===== config.mk =====
export PLATFORM = sky130hd
export DESIGN_NAME = bp_cacc_csr_ctrl
export DESIGN_NICKNAME = d
export VERILOG_FILES = /design/src/rtl/bp_cacc_csr_ctrl.sv
export SDC_FILE = /design/constraint.sdc
export NUM_CORES = 1
export LEC_CHECK = 0
export CORE_AREA = 2 2 193 195
export DETAILED_ROUTE_END_ITERATION = 8
export DIE_AREA = 0 0 195 197
export PLACE_DENSITY = 0.68
export SETUP_SLACK_MARGIN = 0.1
export SYNTH_ARGS = -nofsm -noshare
export SYNTH_HDL_FRONTEND = slang
export SYNTH_SLANG_ARGS = --single-unit

===== constraint.sdc =====
create_clock -name clk_i -period 7.76 [get_ports clk_i]
set_input_delay 1.164 -clock clk_i [delete_from_list [all_inputs] [get_ports clk_i]]
set_output_delay 1.164 -clock clk_i [all_outputs]
set_load 0.01 [all_outputs]

===== src/rtl/bp_cacc_csr_ctrl.sv =====
// CSR front end for the accelerator tile: decodes uncached I/O commands into a small register file,
// launches the datapath and tracks busy/done. Define BP_CACC_CSR_CYCLE_COUNT_EN for the busy-cycle counter at index 8.
module bp_cacc_csr_ctrl #(
  parameter int paddr_width_p   = 40,
  parameter int data_width_p    = 64,
  parameter int len_width_p     = 16,
  parameter int payload_width_p = 32
) (
  input  logic                       clk_i,
  input  logic                       reset_i,
  input  logic                       io_cmd_v_i,
  output logic                       io_cmd_ready_o,
  input  logic [3:0]                 io_cmd_type_i,
  input  logic [paddr_width_p-1:0]   io_cmd_addr_i,
  input  logic [2:0]                 io_cmd_size_i,
  input  logic [data_width_p-1:0]    io_cmd_data_i,
  input  logic [payload_width_p-1:0] io_cmd_payload_i,
  output logic                       io_resp_v_o,
  input  logic                       io_resp_yumi_i,
  output logic [3:0]                 io_resp_type_o,
  output logic [paddr_width_p-1:0]   io_resp_addr_o,
  output logic [2:0]                 io_resp_size_o,
  output logic [data_width_p-1:0]    io_resp_data_o,
  output logic [payload_width_p-1:0] io_resp_payload_o,
  output logic                       start_o,
  output logic [paddr_width_p-1:0]   vec_a_ptr_o,
  output logic [paddr_width_p-1:0]   vec_b_ptr_o,
  output logic [len_width_p-1:0]     len_o,
  output logic [paddr_width_p-1:0]   res_ptr_o,
  input  logic                       done_i,
  input  logic [data_width_p-1:0]    result_i
);

  localparam logic [0:0] e_ready = 1'b0;
  localparam logic [0:0] e_resp  = 1'b1;

  logic [0:0]                 state_r;
  logic                       busy_r, done_r, start_r;
  logic [paddr_width_p-1:0]   vec_a_r, vec_b_r, res_ptr_r;
  logic [len_width_p-1:0]     len_r;
  logic [data_width_p-1:0]    result_r;

  logic [3:0]                 resp_type_p1;
  logic [paddr_width_p-1:0]   resp_addr_p1;
  logic [2:0]                 resp_size_p1;
  logic [data_width_p-1:0]    resp_data_p1;
  logic [payload_width_p-1:0] resp_payload_p1;

  logic [3:0]                 idx;
  logic                       accept, is_wr, is_rd, wr_fire;
  logic                       launch, zero_len_start, finish, clr_done, cfg_we;
  logic [data_width_p-1:0]    wdata_m, rdata;

  function automatic logic [data_width_p-1:0] mask_size(input logic [data_width_p-1:0] d,
                                                        input logic [2:0] sz);
    logic [data_width_p-1:0] m;
    for (int i = 0; i < data_width_p; i++) m[i] = (i < (8 << int'(sz)));
    return d & m;
  endfunction

  assign io_cmd_ready_o = (state_r == e_ready) & ~reset_i;
  assign io_resp_v_o    = (state_r == e_resp);
  assign accept         = io_cmd_v_i & io_cmd_ready_o;
  assign idx            = io_cmd_addr_i[6:3];
  assign is_wr          = (io_cmd_type_i == 4'd1) | (io_cmd_type_i == 4'd3);
  assign is_rd          = (io_cmd_type_i == 4'd0) | (io_cmd_type_i == 4'd2);
  assign wr_fire        = accept & is_wr;
  assign wdata_m        = mask_size(io_cmd_data_i, io_cmd_size_i);

  // Config is frozen while the datapath runs; start while busy is swallowed.
  assign cfg_we         = wr_fire & ~busy_r;
  assign launch         = cfg_we & (idx == 4'd4) & (len_r != '0);
  assign zero_len_start = cfg_we & (idx == 4'd4) & (len_r == '0);
  assign finish         = done_i & busy_r;
  assign clr_done       = wr_fire & (idx == 4'd7) & wdata_m[0];

`ifdef BP_CACC_CSR_CYCLE_COUNT_EN
  logic [data_width_p-1:0] cycle_cnt_r;

  always_ff @(posedge clk_i or posedge reset_i) begin
    if (reset_i)                              cycle_cnt_r <= '0;
    else if (launch)                          cycle_cnt_r <= '0;
    else if (busy_r && (cycle_cnt_r != '1))   cycle_cnt_r <= cycle_cnt_r + 1'b1;
  end
`endif

  always_comb begin
    rdata = '0;
    if (is_rd) begin
      case (idx)
        4'd0: rdata[paddr_width_p-1:0] = vec_a_r;
        4'd1: rdata[paddr_width_p-1:0] = vec_b_r;
        4'd2: rdata[len_width_p-1:0]   = len_r;
        4'd3: rdata[paddr_width_p-1:0] = res_ptr_r;
        4'd5: rdata[1:0]               = {done_r, busy_r};
        4'd6: rdata                    = result_r;
`ifdef BP_CACC_CSR_CYCLE_COUNT_EN
        4'd8: rdata                    = cycle_cnt_r;
`endif
        default: rdata = '0;
      endcase
    end
  end

  always_ff @(posedge clk_i or posedge reset_i) begin
    if (reset_i) begin
      state_r   <= e_ready;
      busy_r    <= 1'b0;
      done_r    <= 1'b0;
      start_r   <= 1'b0;
      vec_a_r   <= '0;
      vec_b_r   <= '0;
      len_r     <= '0;
      res_ptr_r <= '0;
      result_r  <= '0;
    end else begin
      start_r <= launch;
      case (state_r)
        e_ready: if (accept)         state_r <= e_resp;
        default: if (io_resp_yumi_i) state_r <= e_ready;
      endcase
      // Completion outranks a same-cycle clear.
      if (finish) begin
        busy_r   <= 1'b0;
        done_r   <= 1'b1;
        result_r <= result_i;
      end else if (launch) begin
        busy_r <= 1'b1;
        done_r <= 1'b0;
      end else if (zero_len_start) begin
        done_r <= 1'b1;
      end else if (clr_done) begin
        done_r <= 1'b0;
      end
      if (cfg_we) begin
        case (idx)
          4'd0:    vec_a_r   <= wdata_m[paddr_width_p-1:0];
          4'd1:    vec_b_r   <= wdata_m[paddr_width_p-1:0];
          4'd2:    len_r     <= wdata_m[len_width_p-1:0];
          4'd3:    res_ptr_r <= wdata_m[paddr_width_p-1:0];
          default: ;
        endcase
      end
    end
  end

  // Response stage: captured on acceptance, held until consumed.
  always_ff @(posedge clk_i) begin
    if (accept) begin
      resp_type_p1    <= io_cmd_type_i;
      resp_addr_p1    <= io_cmd_addr_i;
      resp_size_p1    <= io_cmd_size_i;
      resp_data_p1    <= rdata;
      resp_payload_p1 <= io_cmd_payload_i;
    end
  end

  assign io_resp_type_o    = resp_type_p1;
  assign io_resp_addr_o    = resp_addr_p1;
  assign io_resp_size_o    = resp_size_p1;
  assign io_resp_data_o    = resp_data_p1;
  assign io_resp_payload_o = resp_payload_p1;
  assign start_o           = start_r;
  assign vec_a_ptr_o       = vec_a_r;
  assign vec_b_ptr_o       = vec_b_r;
  assign len_o             = len_r;
  assign res_ptr_o         = res_ptr_r;

endmodule

==> run summary <==
Setup Slack @ Placement -> 3.16 ns
Critical hold path startpoint -> result_r[48]
Final setup vio count -> 0
RD Place Congestion -> 0.789
Max IR drop VDD -> 0.000134 V
Cts hold-fix bufs -> 0
Total of max-cap violations -> 0
Layout overhead on the synthesized area -> 48.3%
CTS tree -> built
Area leader, netlist -> dfrtp_1
Rows -> 70
Mapped Cells -> 951
Post-synthesis xor/xnor area fraction -> 0.000665
Clock period minus final worst setup slack -> 4.04 ns
Sw frac -> 0.216
Reg clk slew, reported paths -> 0.06 ns
CP required -> 8.16 ns
Proportion of layout cells with a drive suffix above 1 -> 0.120
Crit path top cell by count -> buf_4
CTS sink cnt -> 347
CP startpoint -> io_cmd_addr_i[3]
Slew Viols, Final -> 0
Post-CTS Setup Bufs -> 0
GRT overflow -> 0
Worst-path cell chain -> clkdlybuf4s50_1 -> nor4_4 -> buf_4 -> nand3_2 -> buf_4 -> mux2_2
Placeable Area -> 36300 um^2
Synth cell types -> 32
Layout fillers -> 3100
Post-Route WL -> 41800 um
DRC Markers -> 0
Unrepaired setup endpoints after global routing -> false
Clk_lat worst skew -> 0.53 ns
Final worst setup slack -> 3.72 ns
YS warnings -> 0
Top Ports -> 494
CP endpoint kind -> register
CP Data Arrival Time -> 4.44 ns
Worst Tran Pin Value -> 1.08 ns
Layout Utilization -> 0.539
Die ar. -> 38400 um^2
WP buf/inv -> 3
Via density -> 5.05
Multi-input logic area -> 3530 um^2
Post-synthesis simple-gate area fraction -> 0.0769
Mean Syn Cell Area -> 13.8 um^2
Sequential Power Share -> 0.490
Psw -> 889 uW
Post-Synth Adder-Cell Area -> 0
Synth area leaders -> dfrtp_1 39%, edfxtp_1 33%, mux2_2 8.2%
Leakage -> 7.74 nW
Pre-Repair DR Iteration Count -> 5
Gr usage total -> 0.215
Mux cell area share after synthesis -> 0.0821
Syn nets -> 1163
Post-route ant nets -> 0
Fmax -> 248 MHz
Combinational power share -> 0.087
CP Launch Type -> input port
Final hold vios -> 0
Sequential Area -> 9400 um^2
Power Dens Cells -> 210 nW/um^2
Iteration-0 DRC Markers -> 402
Max H-tree Level -> 2
Mapped Area -> 13200 um^2
Register area share after synthesis -> 0.714
Initial antenna violation count -> 5
Slowest library cell on the worst path -> clkdlybuf4s50_1
First-pass GRT wire length -> 62100 um
Min-delay worst type -> register to register
Post-DP HPWL -> 28300 um
Setup tns final -> 0 ns
CTS resizes -> 0
CP max stage delay -> 0.69 ns
Flops & latches, synth -> 347
Max Clock Skew -> 0.0206 ns
Largest net degree at the start of global routing -> 137
Share of the synthesized area in the top cell type -> 0.388
Total clock buffers created by CTS -> 37
Tcrit/Tclk final -> 0.521
Clock Tree Root -> clkbuf_16
Routed via count -> 9654
Clock share of power -> 0.423
Critical path's top delay family -> buffers and inverters
Die Wd -> 195 um
Main combinational cell family by area after synthesis -> compound AO/OA/AOI/OAI gates
CP Max Fanout -> 41
Status -> complete, no violations
Routed length per placed instance -> 21.9 um
Max-Slew Margin vs Limit -> 0.283
IO Port Bufs -> 469
Int Power -> 3.22 mW
Worst setup path category -> input port to register
Longest Clk Path Bufs -> 3
Vias in the first global route -> 9936
Reg-to-Reg Start -> io_resp_v_o
Initial Util -> 0.363
Compound-gate portion of the synthesized area -> 0.107
Fin nets -> 1622
Die height -> 197 um
[worst paths after layout]
kind / to / slack, ns / cells past startpoint
worst max register to register: vec_a_ptr_o[5] / 4.82 / 5
min in group asynchronous: vec_b_ptr_o[4] / 1.29 / 2
max in group asynchronous: result_r[28] / 4.98 / 3
worst min-delay path: result_r[48] / 0.49 / 1
worst min register to register: result_r[48] / 0.49 / 1
worst max-delay path: vec_a_ptr_o[5] / 3.72 / 6
[synthesized netlist by cell type (all sizes together)]
cell type,instances
dfrtp,204
nand3,5
a22oi,80
edfxtp,143
buf,12
a211o,1
nand2,153
xnor2,1
nor3b,1
clkbuf,50
a21o,3
and4bb,1
a31oi,16
nand4,3
nand2b,1
a22o,2
or2,1
nor4,5
and2,24
mux2,96
nor2b,7
nor4b,3
o21ai,104
nor2,3
o211ai,2
or3,3
a21oi,24
inv,3
[metal layers]
metal	wire length (um)	vias up	global-route usage	share of wire
met1	16100	4761	0.259	0.39
met4	1340	4	0.0777	0.032
met5	28	-	0	0.00067
met3	3030	79	0.0577	0.073
li1	-	4392	-	-
met2	21300	418	0.370	0.51
[cells in the final DEF, fill, tap and decap left out, types with 3 or more instances in the layout]
master,Yosys,final
a21o_1,3,3
a21oi_1,24,24
a22oi_1,80,80
a31oi_1,16,16
and2_1,24,24
buf_4,1,13
clkbuf_1,50,19
clkbuf_16,0,39
clkbuf_8,0,5
clkdlybuf4s50_1,0,469
dfrtp_1,204,204
diode_2,0,3
edfxtp_1,143,143
mux2_2,96,96
nand2_1,153,152
nand3_2,4,4
nand4_1,3,3
nor2_1,3,3
nor2b_1,7,5
nor4_1,4,4
nor4b_4,3,3
o21ai_0,104,104
or3_1,3,3
[registers in the layout (all words and copies together), names as in the netlist, 3 cells and up]
name	flops
io_resp_size_o	3
result_r	64
len_o	16
io_resp_type_o	4
io_resp_addr_o	40
res_ptr_o	40
vec_a_ptr_o	40
io_resp_payload_o	32
vec_b_ptr_o	40
io_resp_data_o	64
[per-stage QoR]
stage               hold WS (ns)  cells  cell area (um^2)  power, mW
floorplan                  0.471    951             13200       2.16
global placement           0.479   1839             18300       2.40
detailed placement         0.484   1839             18300       2.41
CTS                        0.496   1907             19500       4.16
global route               0.514   1910             19500       4.26
finish                     0.493   1910             19500       4.11
[area by class of cell]
type                       instances  area share
timing repair buffer             482       0.245
antenna                            3    0.000384
multi-input combinational        539       0.181
clock inverter                     5     0.00397
clock buffer                      63      0.0572
sequential                       347       0.481
inverter                           3    0.000961
tap                              468      0.0300
[worst reg2reg max path: stages, from the launching register on]
cell,delay [ns]
dfrtp_1,0.41
nor3b_2,0.20
buf_4,0.56
nand3_2,0.72
buf_4,0.54
mux2_2,0.38
[power groups by stage]
stage,clock network (mW),logic [mW],registers [mW]
after floorplan,0,0.0839,2.07
after global placement,0,0.358,2.05
after detailed placement,0,0.363,2.05
after CTS,1.78,0.365,2.01
after global routing,1.86,0.384,2.02
final,1.74,0.359,2.01
[kinds of logic (layout without fill, tap and decap cells)]
kind of cell | Yosys count | after routing
flip-flops | 347 | 347
buffers and inverters | 65 | 553
AND/OR/NAND/NOR | 210 | 210
other | 0 | 3
multiplexers | 96 | 96
AO/OA/AOI/OAI | 232 | 232
XOR/XNOR | 1 | 1
No activity file was read; power rests on OpenSTA's default activity.
